==> src/rtl/io_pwr_seq.sv <==
// io_pwr_seq: IO pad-ring power sequencer (isolation/retention/enable ordering with supply-loss fault latch)
//   clk       : core clock, all state updates on rising edge
//   rst_n     : synchronous active-low reset
//   vddio_ok  : asynchronous IO-supply-good from pad ring
//   vdd_ok    : asynchronous core-supply-good from pad ring
//   pwr_req   : request IO ring up (1) or down (0)
//   fault_clr : single-cycle pulse clearing a latched fault
//   iso_n     : pad isolation, 0 = isolated
//   ret_n     : pad retention, 0 = retained
//   pad_en    : functional pad enable
//   ready     : IO ring fully operational
//   fault     : supply lost while sequenced up (latched)
//   state_o   : current FSM state, for debug
module io_pwr_seq #(
   parameter int STABLE_CYC  = 16,
   parameter int STEP_CYC    = 4,
   parameter int SYNC_STAGES = 2
) (
   input  logic       clk,
   input  logic       rst_n,
   input  logic       vddio_ok,
   input  logic       vdd_ok,
   input  logic       pwr_req,
   input  logic       fault_clr,
   output logic       iso_n,
   output logic       ret_n,
   output logic       pad_en,
   output logic       ready,
   output logic       fault,
   output logic [2:0] state_o
);
   typedef enum logic [2:0] {
      OFF     = 3'd0,
      STABLE  = 3'd1,
      REL_ISO = 3'd2,
      REL_RET = 3'd3,
      ON      = 3'd4,
      DOWN    = 3'd5,
      FAULT   = 3'd6
   } state_t;
   localparam logic [7:0] STABLE_W = STABLE_CYC[7:0];
   localparam logic [7:0] STEP_W   = STEP_CYC[7:0];
   state_t                 state_q, state_d;
   logic [7:0]             cnt_q, cnt_d, cnt_inc;
   logic [SYNC_STAGES-1:0] vddio_sync_q, vddio_sync_d, vdd_sync_q, vdd_sync_d;
   logic                   iso_n_q, iso_n_d, ret_n_q, ret_n_d, pad_en_q, pad_en_d;
   logic                   ready_q, ready_d, fault_q, fault_d;
   logic                   supply_ok, step_done, lose;
   assign vddio_sync_d = {vddio_sync_q[SYNC_STAGES-2:0], vddio_ok};
   assign vdd_sync_d   = {vdd_sync_q[SYNC_STAGES-2:0], vdd_ok};
   assign supply_ok    = vddio_sync_q[SYNC_STAGES-1] & vdd_sync_q[SYNC_STAGES-1];
   // Saturating increment: the timer must never wrap back to a live compare value
   assign cnt_inc   = (cnt_q == 8'hFF) ? cnt_q : cnt_q + 8'd1;
   assign step_done = (cnt_inc == STEP_W);
   // Supply loss once any pad control has been released beats every other transition
   assign lose = !supply_ok && (state_q == REL_ISO || state_q == REL_RET ||
                                state_q == ON || state_q == DOWN);
   always_comb begin
      state_d  = state_q;
      cnt_d    = cnt_inc;
      iso_n_d  = iso_n_q;
      ret_n_d  = ret_n_q;
      pad_en_d = pad_en_q;
      ready_d  = ready_q;
      fault_d  = fault_q;
      unique case (state_q)
         OFF: begin
            cnt_d    = 8'd0;
            iso_n_d  = 1'b0;
            ret_n_d  = 1'b0;
            pad_en_d = 1'b0;
            ready_d  = 1'b0;
            state_d  = (pwr_req && supply_ok) ? STABLE : OFF;
         end
         STABLE: begin
            if (!supply_ok || !pwr_req) begin
               state_d = OFF;
               cnt_d   = 8'd0;
            end else if (cnt_inc == STABLE_W) begin
               state_d = REL_ISO;
               cnt_d   = 8'd0;
               iso_n_d = 1'b1;
            end
         end
         REL_ISO: begin
            if (step_done) begin
               state_d = REL_RET;
               cnt_d   = 8'd0;
               ret_n_d = 1'b1;
            end
         end
         REL_RET: begin
            if (step_done) begin
               state_d  = ON;
               cnt_d    = 8'd0;
               pad_en_d = 1'b1;
               ready_d  = 1'b1;
            end
         end
         ON: begin
            cnt_d = 8'd0;
            if (!pwr_req) begin
               state_d  = DOWN;
               pad_en_d = 1'b0;
               ready_d  = 1'b0;
            end
         end
         DOWN: begin
            // Two timed phases: retention drops first, then isolation closes and we are OFF
            if (step_done) begin
               cnt_d = 8'd0;
               if (ret_n_q) begin
                  ret_n_d = 1'b0;
               end else begin
                  iso_n_d = 1'b0;
                  state_d = OFF;
               end
            end
         end
         FAULT: begin
            cnt_d = 8'd0;
            if (fault_clr && supply_ok) begin
               fault_d = 1'b0;
               state_d = OFF;
            end
         end
         default: begin
            state_d = OFF;
            cnt_d   = 8'd0;
         end
      endcase
      if (lose) begin
         state_d  = FAULT;
         cnt_d    = 8'd0;
         iso_n_d  = 1'b0;
         ret_n_d  = 1'b0;
         pad_en_d = 1'b0;
         ready_d  = 1'b0;
         fault_d  = 1'b1;
      end
   end
   always_ff @(posedge clk) begin
      if (!rst_n) begin
         state_q      <= OFF;
         cnt_q        <= 8'd0;
         vddio_sync_q <= '0;
         vdd_sync_q   <= '0;
         iso_n_q      <= 1'b0;
         ret_n_q      <= 1'b0;
         pad_en_q     <= 1'b0;
         ready_q      <= 1'b0;
         fault_q      <= 1'b0;
      end else begin
         state_q      <= state_d;
         cnt_q        <= cnt_d;
         vddio_sync_q <= vddio_sync_d;
         vdd_sync_q   <= vdd_sync_d;
         iso_n_q      <= iso_n_d;
         ret_n_q      <= ret_n_d;
         pad_en_q     <= pad_en_d;
         ready_q      <= ready_d;
         fault_q      <= fault_d;
      end
   end
   assign iso_n   = iso_n_q;
   assign ret_n   = ret_n_q;
   assign pad_en  = pad_en_q;
   assign ready   = ready_q;
   assign fault   = fault_q;
   assign state_o = state_q;
endmodule

==> config.mk <==
export PLATFORM = sky130hd
export DESIGN_NAME = io_pwr_seq
export DESIGN_NICKNAME = d
export VERILOG_FILES = /design/src/rtl/io_pwr_seq.sv
export SDC_FILE = /design/constraint.sdc
export NUM_CORES = 1
export LEC_CHECK = 0
export ABC_CLOCK_PERIOD_IN_PS = 3200
export BUFFER_PORTS_ARGS = -buffer_cell sky130_fd_sc_hd__buf_2
export CORE_ASPECT_RATIO = 0.9
export CORE_MARGIN = 8
export CORE_UTILIZATION = 40
export CTS_CLUSTER_DIAMETER = 200
export DETAILED_ROUTE_END_ITERATION = 16
export SKIP_LAST_GASP = 1
export SLEW_MARGIN = 20
export SYNTH_ARGS = -nofsm -noshare
export SYNTH_HDL_FRONTEND = slang
export SYNTH_SLANG_ARGS = --single-unit
==> constraint.sdc <==
create_clock -name clk -period 3.2 [get_ports clk]
set_input_delay 0.16 -clock clk [delete_from_list [all_inputs] [get_ports clk]]
set_output_delay 0.16 -clock clk [all_outputs]
set_load 0.01 [all_outputs]
==> results list, run 1 <==
- Outcome: completed
- Setup violations remaining at the end of the flow were counted as 0.
- The detail route stage leaves a number of antenna-violating nets equal to 0.
- Area growth from synthesis to final layout: 4.96%
* Count of buffers from port buffering: 13
* Average cell area after synthesis: between 8 and 9 sq um
* Gate count after technology mapping: about 140
- Global routing usage summed across all routing layers: between 10% and 20%
- The number of hold violations in the final report is 0.
- The via count of the first global-routing pass is 880.
- Setup repair after global routing missed its margin: false
- For the worst setup path, the data required time is roughly 3.4 ns.
* Final worst clock skew: 0.00644 ns
- Clock transition at the registers of the reported paths: around 0.10 ns
- The analysis attributes to cell leakage a power of ~0.5 nW.
* Sequential standard cell area: around 380 sq um
- In this run, post-CTS repair resized a total of 0 instances.
- Setup TNS after final layout: 0 ns
- Post-route clock period utilization: between 70% and 80%
- For this design the ratio of total power to cell area is 594 nW/um^2.
* Chip width: 74.0 um
- Counting every sink on the clock net gives 19.
- Num CTS Buffers: 3
* Number of maximum-capacitance constraint violations: 0
* Fin cells: 190
- Chip height: roughly 70 um
* Number of design rule violations left after detail routing: 0
- Min Hold Slack: 0.0656 ns
- DIE AREA: about 5000 sq um
- Cells with a size suffix above 1 make up 19.6% of the layout.
- Among cell families on the critical path, the largest total delay comes from compound AO/OA/AOI/OAI gates.
- The count of pins over their slew limit is 0.
* Worst EP arrival: around 2.7 ns
* Antenna violations before repair: 0
- Fin nets: around 160
- Counting flops with an async set or reset pin after synthesis yields a share of 0%.
- Cell with the largest stage delay on the worst path: dfxtp_1
- The first routing iteration left 44 violations.
* Average wire per cell in the routed design: about 13 um
- Entering global routing, the biggest net connects 16 pins.
- The number of nets in the synthesized netlist is 150.
* Final antenna diode count: 0
- For the worst-skew pair, the clock arrives at the later sink with an insertion delay of around 0.29 ns.
- The longest clock path from root to sink contains 2 buffers.
* Number of enable-type register cells in the synthesized netlist: 0
- Crit path buf inv count: 1
- Layout Utilization: between 40% and 50%
* Part of the Yosys area used for sequential elements: a little under a third
- By startpoint and endpoint, the worst setup path is classified as register to register.
- Top cells by instance count after synthesis: dfxtp_1 (19), nand2_1 (12), nor2_1 (11)
- Maximum fanout along the worst path: 15
* Synth Flop Type: dfxtp_1
- Post-cts hold buffer count: 0
* Most repeated cell in the gate-level netlist after synthesis: dfxtp_1
* Initial Util: approximately two fifths
- At the end of routability-driven placement, the weighted congestion stood at a little under 0.9.
- Clock tree from TritonCTS: built
- H-Tree Level Count: 1
- Synthesis instantiated 52 different standard cells from the library.
- The layout has 310 filler cells.
* Ratio of routed vias to standard cells: approximately 5.3
- Number of rows created at floorplan: 19
- The worst path needs 2.43 ns of the cycle, external delays included.
- STA classifies the critical path startpoint as a register.
* Number of vias in the routed layout: 1005
- Yosys reg bits: 19
- Post-CTS timing repair inserted 0 buffers for setup.
- The first global-routing pass estimated 4210 um of wire.
- Router iterations before antenna repair: 4
* Proportion of netlist area held by the largest area contributor: 31.4%
* Worst IR drop on VDD: about 0.00032 V
* Headroom to the max-slew limit: between 40% and 50%
* Yosys top cell by area: dfxtp_1
* Area used by multi-input combinational logic: roughly 720 sq um
- The number of placed instances, taps included, is between 150 and 200.
- For the pin with the worst max-slew slack, the measured transition is about 0.8 ns.
- Overflow left after global routing: 0
- Root Buffer: clkbuf_4
- DRT Wirelength: 2480 um
- Number of top-level pins: 14
* Biggest cell delay along the critical path: 0.58 ns
* Leading cell types by total area after synthesis: dfxtp_1 (31%), buf_6 (4.7%), nand2_1 (3.7%)
- Walking the worst path, the cells encountered are inv_1, ha_1, a21o_1, nand2_1, a211o_1, or2_2, a211oi_1.
* Hpwl dp: between 1500 and 2000 um
- STA classifies the critical path endpoint as a register.
* Peak clock frequency supported by timing: around 410 MHz
- The tightest min-delay check is of the primary input to register type.
- Total of warnings raised by yosys: 0
- Netlist Area Pre-Place: 1210 sq um
- Placeable core region: 2970 sq um
[where the power goes]
| part | leakage, nW | total, mW | switching [mW] | internal [mW] |
|---|---|---|---|---|
| Clock | 0.0150 | 0.119 | 0.0705 | 0.0485 |
| Combinational | 0.323 | 0.309 | 0.172 | 0.137 |
| Sequential | 0.155 | 0.326 | 0.0627 | 0.264 |
[sequential cells by signal (all words and copies together), names as in the netlist]
signal and cells:
cnt_q 8, vddio_sync_q 2, ready 1, state_o 3, iso_n 1, ret_n 1, fault 1, vdd_sync_q 2
[worst paths after layout]
check / slack, ns / cells after the start / start / endpoint
min reg2reg: 0.45 / 1 / vdd_sync_q[0] / vdd_sync_q[1]
min: 0.07 / 2 / vdd_ok / vdd_sync_q[0]
max reg2reg: 0.77 / 7 / state_o[2] / cnt_q[3]
max: 0.77 / 7 / state_o[2] / cnt_q[3]
[stage by stage]
step	power (mW)	worst slack [ns]	area, sq um
floorplan	0.559	0.948	1210
global placement	0.638	0.808	1240
detailed placement	0.640	0.782	1240
CTS	0.762	0.759	1270
global route	0.826	0.530	1270
finish	0.754	0.771	1270
[logic make-up after synthesis]
family          count (synthesis)  share of synthesized area, %
mux                             5                          4.55
fa+ha+maj                       2                          2.07
simple gates                   58                          26.0
compound gates                 35                          23.3
xor+xnor                        5                          3.62
buf+inv                        18                          9.10
flops                          19                          31.4
[cells in the final DEF (no fill, tap or decap), drive strengths merged, types with 3 or more instances in the layout]
master,Yosys,routed
buf,6,13
dfxtp,19,19
a21oi,8,8
nor2,11,11
and2,5,5
o21ai,3,3
xor2,3,3
and3,5,5
inv,7,7
a21o,3,3
clkbuf,5,4
nand3,7,7
mux2i,4,4
nor3,5,5
nand2,12,12
[worst register-to-register path, delay by kind of cell, from the launching register on]
kind / cells / cell delay (ns)
buffers and inverters: 1 / 0.19
AO/OA/AOI/OAI: 3 / 0.70
flip-flops: 1 / 0.58
adder cells (fa/ha/maj): 1 / 0.34
AND/OR/NAND/NOR: 2 / 0.55
[routing by layer]
metal / track usage (%) / vias up / share of wire, %
met5: 0 / - / 0
met4: 2.24 / 0 / 0.56
met3: 3.81 / 2 / 4.0
met2: 15.1 / 14 / 44
met1: 14.9 / 459 / 52
li1: - / 530 / -
[layout make-up]
type / instances / share of cell area (%)
Multi-Input combinational cell: 105 / 56.7
Sequential cell: 19 / 30.0
Timing Repair Buffer: 13 / 5.12
Tap cell: 42 / 4.14
Clock buffer: 4 / 2.07
Inverter: 7 / 2.07
(Power assumes the default switching activity.)
==> run 2: changes to the inputs <==
- ABC_CLOCK_PERIOD_IN_PS: 3200 -> 2500
- clock period: 3.2 -> 2.5 ns (I/O delays scaled with it)
==> run 2 against run 1 <==
  * Via count rose by 4.3%
  * Final area rose by 3.3%
  * Non-clock buffer count rose by 5
  * Critical endpoint is now iso_n
  * Global-route usage rose by 0.64 points
  * Utilization rose by 1.4 points
  * Worst setup slack got worse by 0.53 ns
  * Register-to-register slack got worse by 0.53 ns
  * Maximum frequency rose by 7.3%
==> results list, run 2 (synthesized netlist as in run 1, its figures left out) <==
- Number of global-route vias before repair: 962 (was 880)
- Overflow left after global routing: 0 (unchanged)
- Crit path buf inv count: 0 (was 1)
- End point of the critical path: iso_n (was cnt_q[3])
* List of cells traversed by the critical path: ha_1, and2_4, and3_4, mux2_4, and4b_1, a311o_1, a21oi_2 (was inv_1, ha_1, a21o_1, nand2_1, a211o_1, or2_2, a211oi_1)
- Setup repair after global routing missed its margin: false (unchanged)
- The start point of the critical path is cnt_q[0] (was state_o[2]).
- Setup slack of the most critical reg-to-reg path: 0.24 ns (was 0.77 ns)
- Clock tree from TritonCTS: built (unchanged)
* Clock transition at the registers of the reported paths: 0.12 ns (was 0.10 ns)
- The maximum fanout encountered on the critical timing path was 8 (was 15).
- Number of post-CTS setup repair buffers: 0 (unchanged)
- The number of DRC markers in iteration 0 came to 82 (was 44).
* Setup TNS after final layout: 0 ns (unchanged)
- The first-pass GRT wire length is 4480 um (was 4210 um).
- Top cell family by delay on the critical path: simple AND/OR/NAND/NOR gates (was compound AO/OA/AOI/OAI gates)
- The setup clock skew after layout was 0.00107 ns (was 0.00644 ns).
* DIE AREA: 5040 sq um (unchanged)
- Startpoint kind of the worst setup timing path: register (unchanged)
- The depth of the worst hold-timing path is 2 (unchanged).
* P_sw: 0.413 mW (was 0.305 mW)
- # placed instances: 190 (was 186)
- Fin cells: 195 (was 190)
- Maximum number of buffers from clock root to sink: 2 (unchanged)
* Number of design rule violations left after detail routing: 0 (unchanged)
- Least-Margin Pin Slew: 0.433 ns (was 0.820 ns)
- Outcome: completed (unchanged).
- The count of pins on the block boundary is 14 (unchanged).
* Number of vias in the routed layout: 1048 (was 1005)
- Number of maximum-capacitance constraint violations: 0 (unchanged)
* Hpwl dp: 1940 um (about the same)
* Slew Limit Fails: 0 (unchanged)
- The type of the worst setup path is register to register (unchanged).
* Average wire per cell in the routed design: 13.0 um (was 13.1 um)
- The number of hold violations in the final report was 0 (unchanged).
- Critical Path Stages: 7 (unchanged)
* Fraction of power consumed by the clock network: 16.5% (was 15.8%)
- Biggest cell delay along the critical path: 0.42 ns (was 0.58 ns)
- The height of the chip was 68.2 um (unchanged).
- Largest register FFs: 8 (unchanged)
- Proportion of power drawn by flip-flops and latches: 37.4% (was 43.3%)
- Placeable core region: 2970 sq um (unchanged)
* # resized after CTS: 0 (unchanged)
* Headroom to the max-slew limit: 71.1% (was 44.6%)
- Cell with the largest stage delay on the worst path: dfxtp_1 (unchanged)
- The total wire length came to 2530 um (was 2480 um).
- The relative area change from synthesis to final layout was 8.38% (was 4.96%).
- The die span in x came to 74.0 um (unchanged).
- Count of buffers from port buffering: 13 (unchanged)
- The number of diodes added for antenna fixing came to 0 (unchanged).
- The class of the tightest hold or removal check was primary input to register (unchanged).
- The share of cells above drive strength 1 came to 22.2% (was 19.6%).
- The number of vias per cell after detailed routing is 5.37 (was 5.29).
- Layout Utilization: 44.1% (was 42.7%)
- The power per unit of standard cell area came to 766 nW/um^2 (was 594 nW/um^2).
- Required time of the critical path: 2.76 ns (was 3.42 ns)
- The final number of setup-violating endpoints is 0 (unchanged).
- The register with the most flip-flops was cnt_q (unchanged).
- The number of clock buffers inserted by TritonCTS was 3 (unchanged).
* Commonest cells after routing, fill and taps aside: dfxtp_1 (19), buf_2 (13), nand2_1 (12), nor2_1 (11) (unchanged)
- H-Tree Level Count: 1 (unchanged)
- The depth of the worst register-to-register path came to 7 (unchanged).
* Worst skew pair latency: 0.31 ns (was 0.29 ns)
* Startpoint of the most critical register-to-register path: cnt_q[0] (was state_o[2])
- The kind of end point of the critical path is a register (unchanged).
- The highest attainable clock frequency was 442 MHz (was 412 MHz).
* Router iterations before antenna repair: 4 (unchanged)
* Part of the total power dissipated in combinational logic: 46.1% (was 41.0%)
* Final worst path period need: 2.26 ns (was 2.43 ns)
* Proportion of total power due to net switching: 41.1% (was 40.5%)
- Number of clock sinks: 19 (unchanged)
- The number of nets in the final layout came to 162 (was 157).
- Weighted congestion reported at the end of routability-driven placement: 0.851 (was 0.868)
- The pin count of the biggest net entering global routing is 15 (was 16).
* Antenna violations before repair: 0 (unchanged)
* Most common library cell in the layout ignoring fill and taps: dfxtp_1 (unchanged)
- Number of rows created at floorplan: 19 (unchanged)
- The endpoint arrival time on the critical path is 2.52 ns (was 2.65 ns).
- R2R Path End: iso_n (was cnt_q[3])
* Global routing usage summed across all routing layers: 11.3% (was 10.7%)
* Antenna Violating Nets Remaining: 0 (unchanged)
- The cell-internal power came to 0.592 mW (was 0.449 mW).
* Post-route clock period utilization: 90.5% (was 75.9%)
- The starting utilization of the core area is 40.7% (unchanged).
- The hold buffer count at cts came to 1 (was 0).
* Reported leakage power: 0.521 nW (was 0.493 nW)
* Root Buffer: clkbuf_4 (unchanged)
- Worst IR drop on VDD: 0.000380 V (was 0.000322 V)
run 2: metal layers:
layer	global-route usage, %	up-vias	part of all wire [%]
li1	-	538	-
met1	15.0	488	52
met2	16.6	18	43
met3	3.07	4	3.6
met4	5.22	0	1.7
met5	0	-	0
run 2: metrics by stage:
stage / power, mW / setup slack, ns / hold WS, ns / area (sq um)
after floorplan: 0.716 / 0.248 / 0.247 / 1210
after global placement: 0.841 / 0.342 / 0.341 / 1270
after detailed placement: 0.841 / 0.268 / 0.337 / 1270
after CTS: 1.01 / 0.229 / 0.000218 / 1310
after global routing: 1.09 / 0.0814 / 0.00425 / 1310
final: 1.00 / 0.237 / 0.0133 / 1310
run 2: how the worst min path moves through the flow:
stage	startpoint	to	slack [ns]
after detailed placement	vddio_ok	vddio_sync_q[0]	0.34
final	vdd_ok	vdd_sync_q[0]	0.01
after global routing	vdd_ok	vdd_sync_q[0]	0.004
after global placement	vdd_ok	vdd_sync_q[0]	0.34
after floorplan	rst_n	vdd_sync_q[0]	0.25
after CTS	vdd_ok	vdd_sync_q[0]	0.0002
run 2: area by class of cell:
class	count	area (sq um)
fillers	297	1660
inverters	7	26.3
well taps	42	52.6
clock buffers	3	22.5
flip-flops and latches	19	380
multi-input cells	105	719
clock inverters	1	5.00
repair buffers	18	105
run 2: power by group through the flow:
stage / Clock, mW / Sequential, mW / Combinational, mW
2_1_floorplan: 0 / 0.387 / 0.328
3_3_place_gp: 0 / 0.380 / 0.461
3_5_place_dp: 0 / 0.382 / 0.459
4_1_cts: 0.175 / 0.375 / 0.460
5_1_grt: 0.187 / 0.383 / 0.517
6_report: 0.165 / 0.376 / 0.463
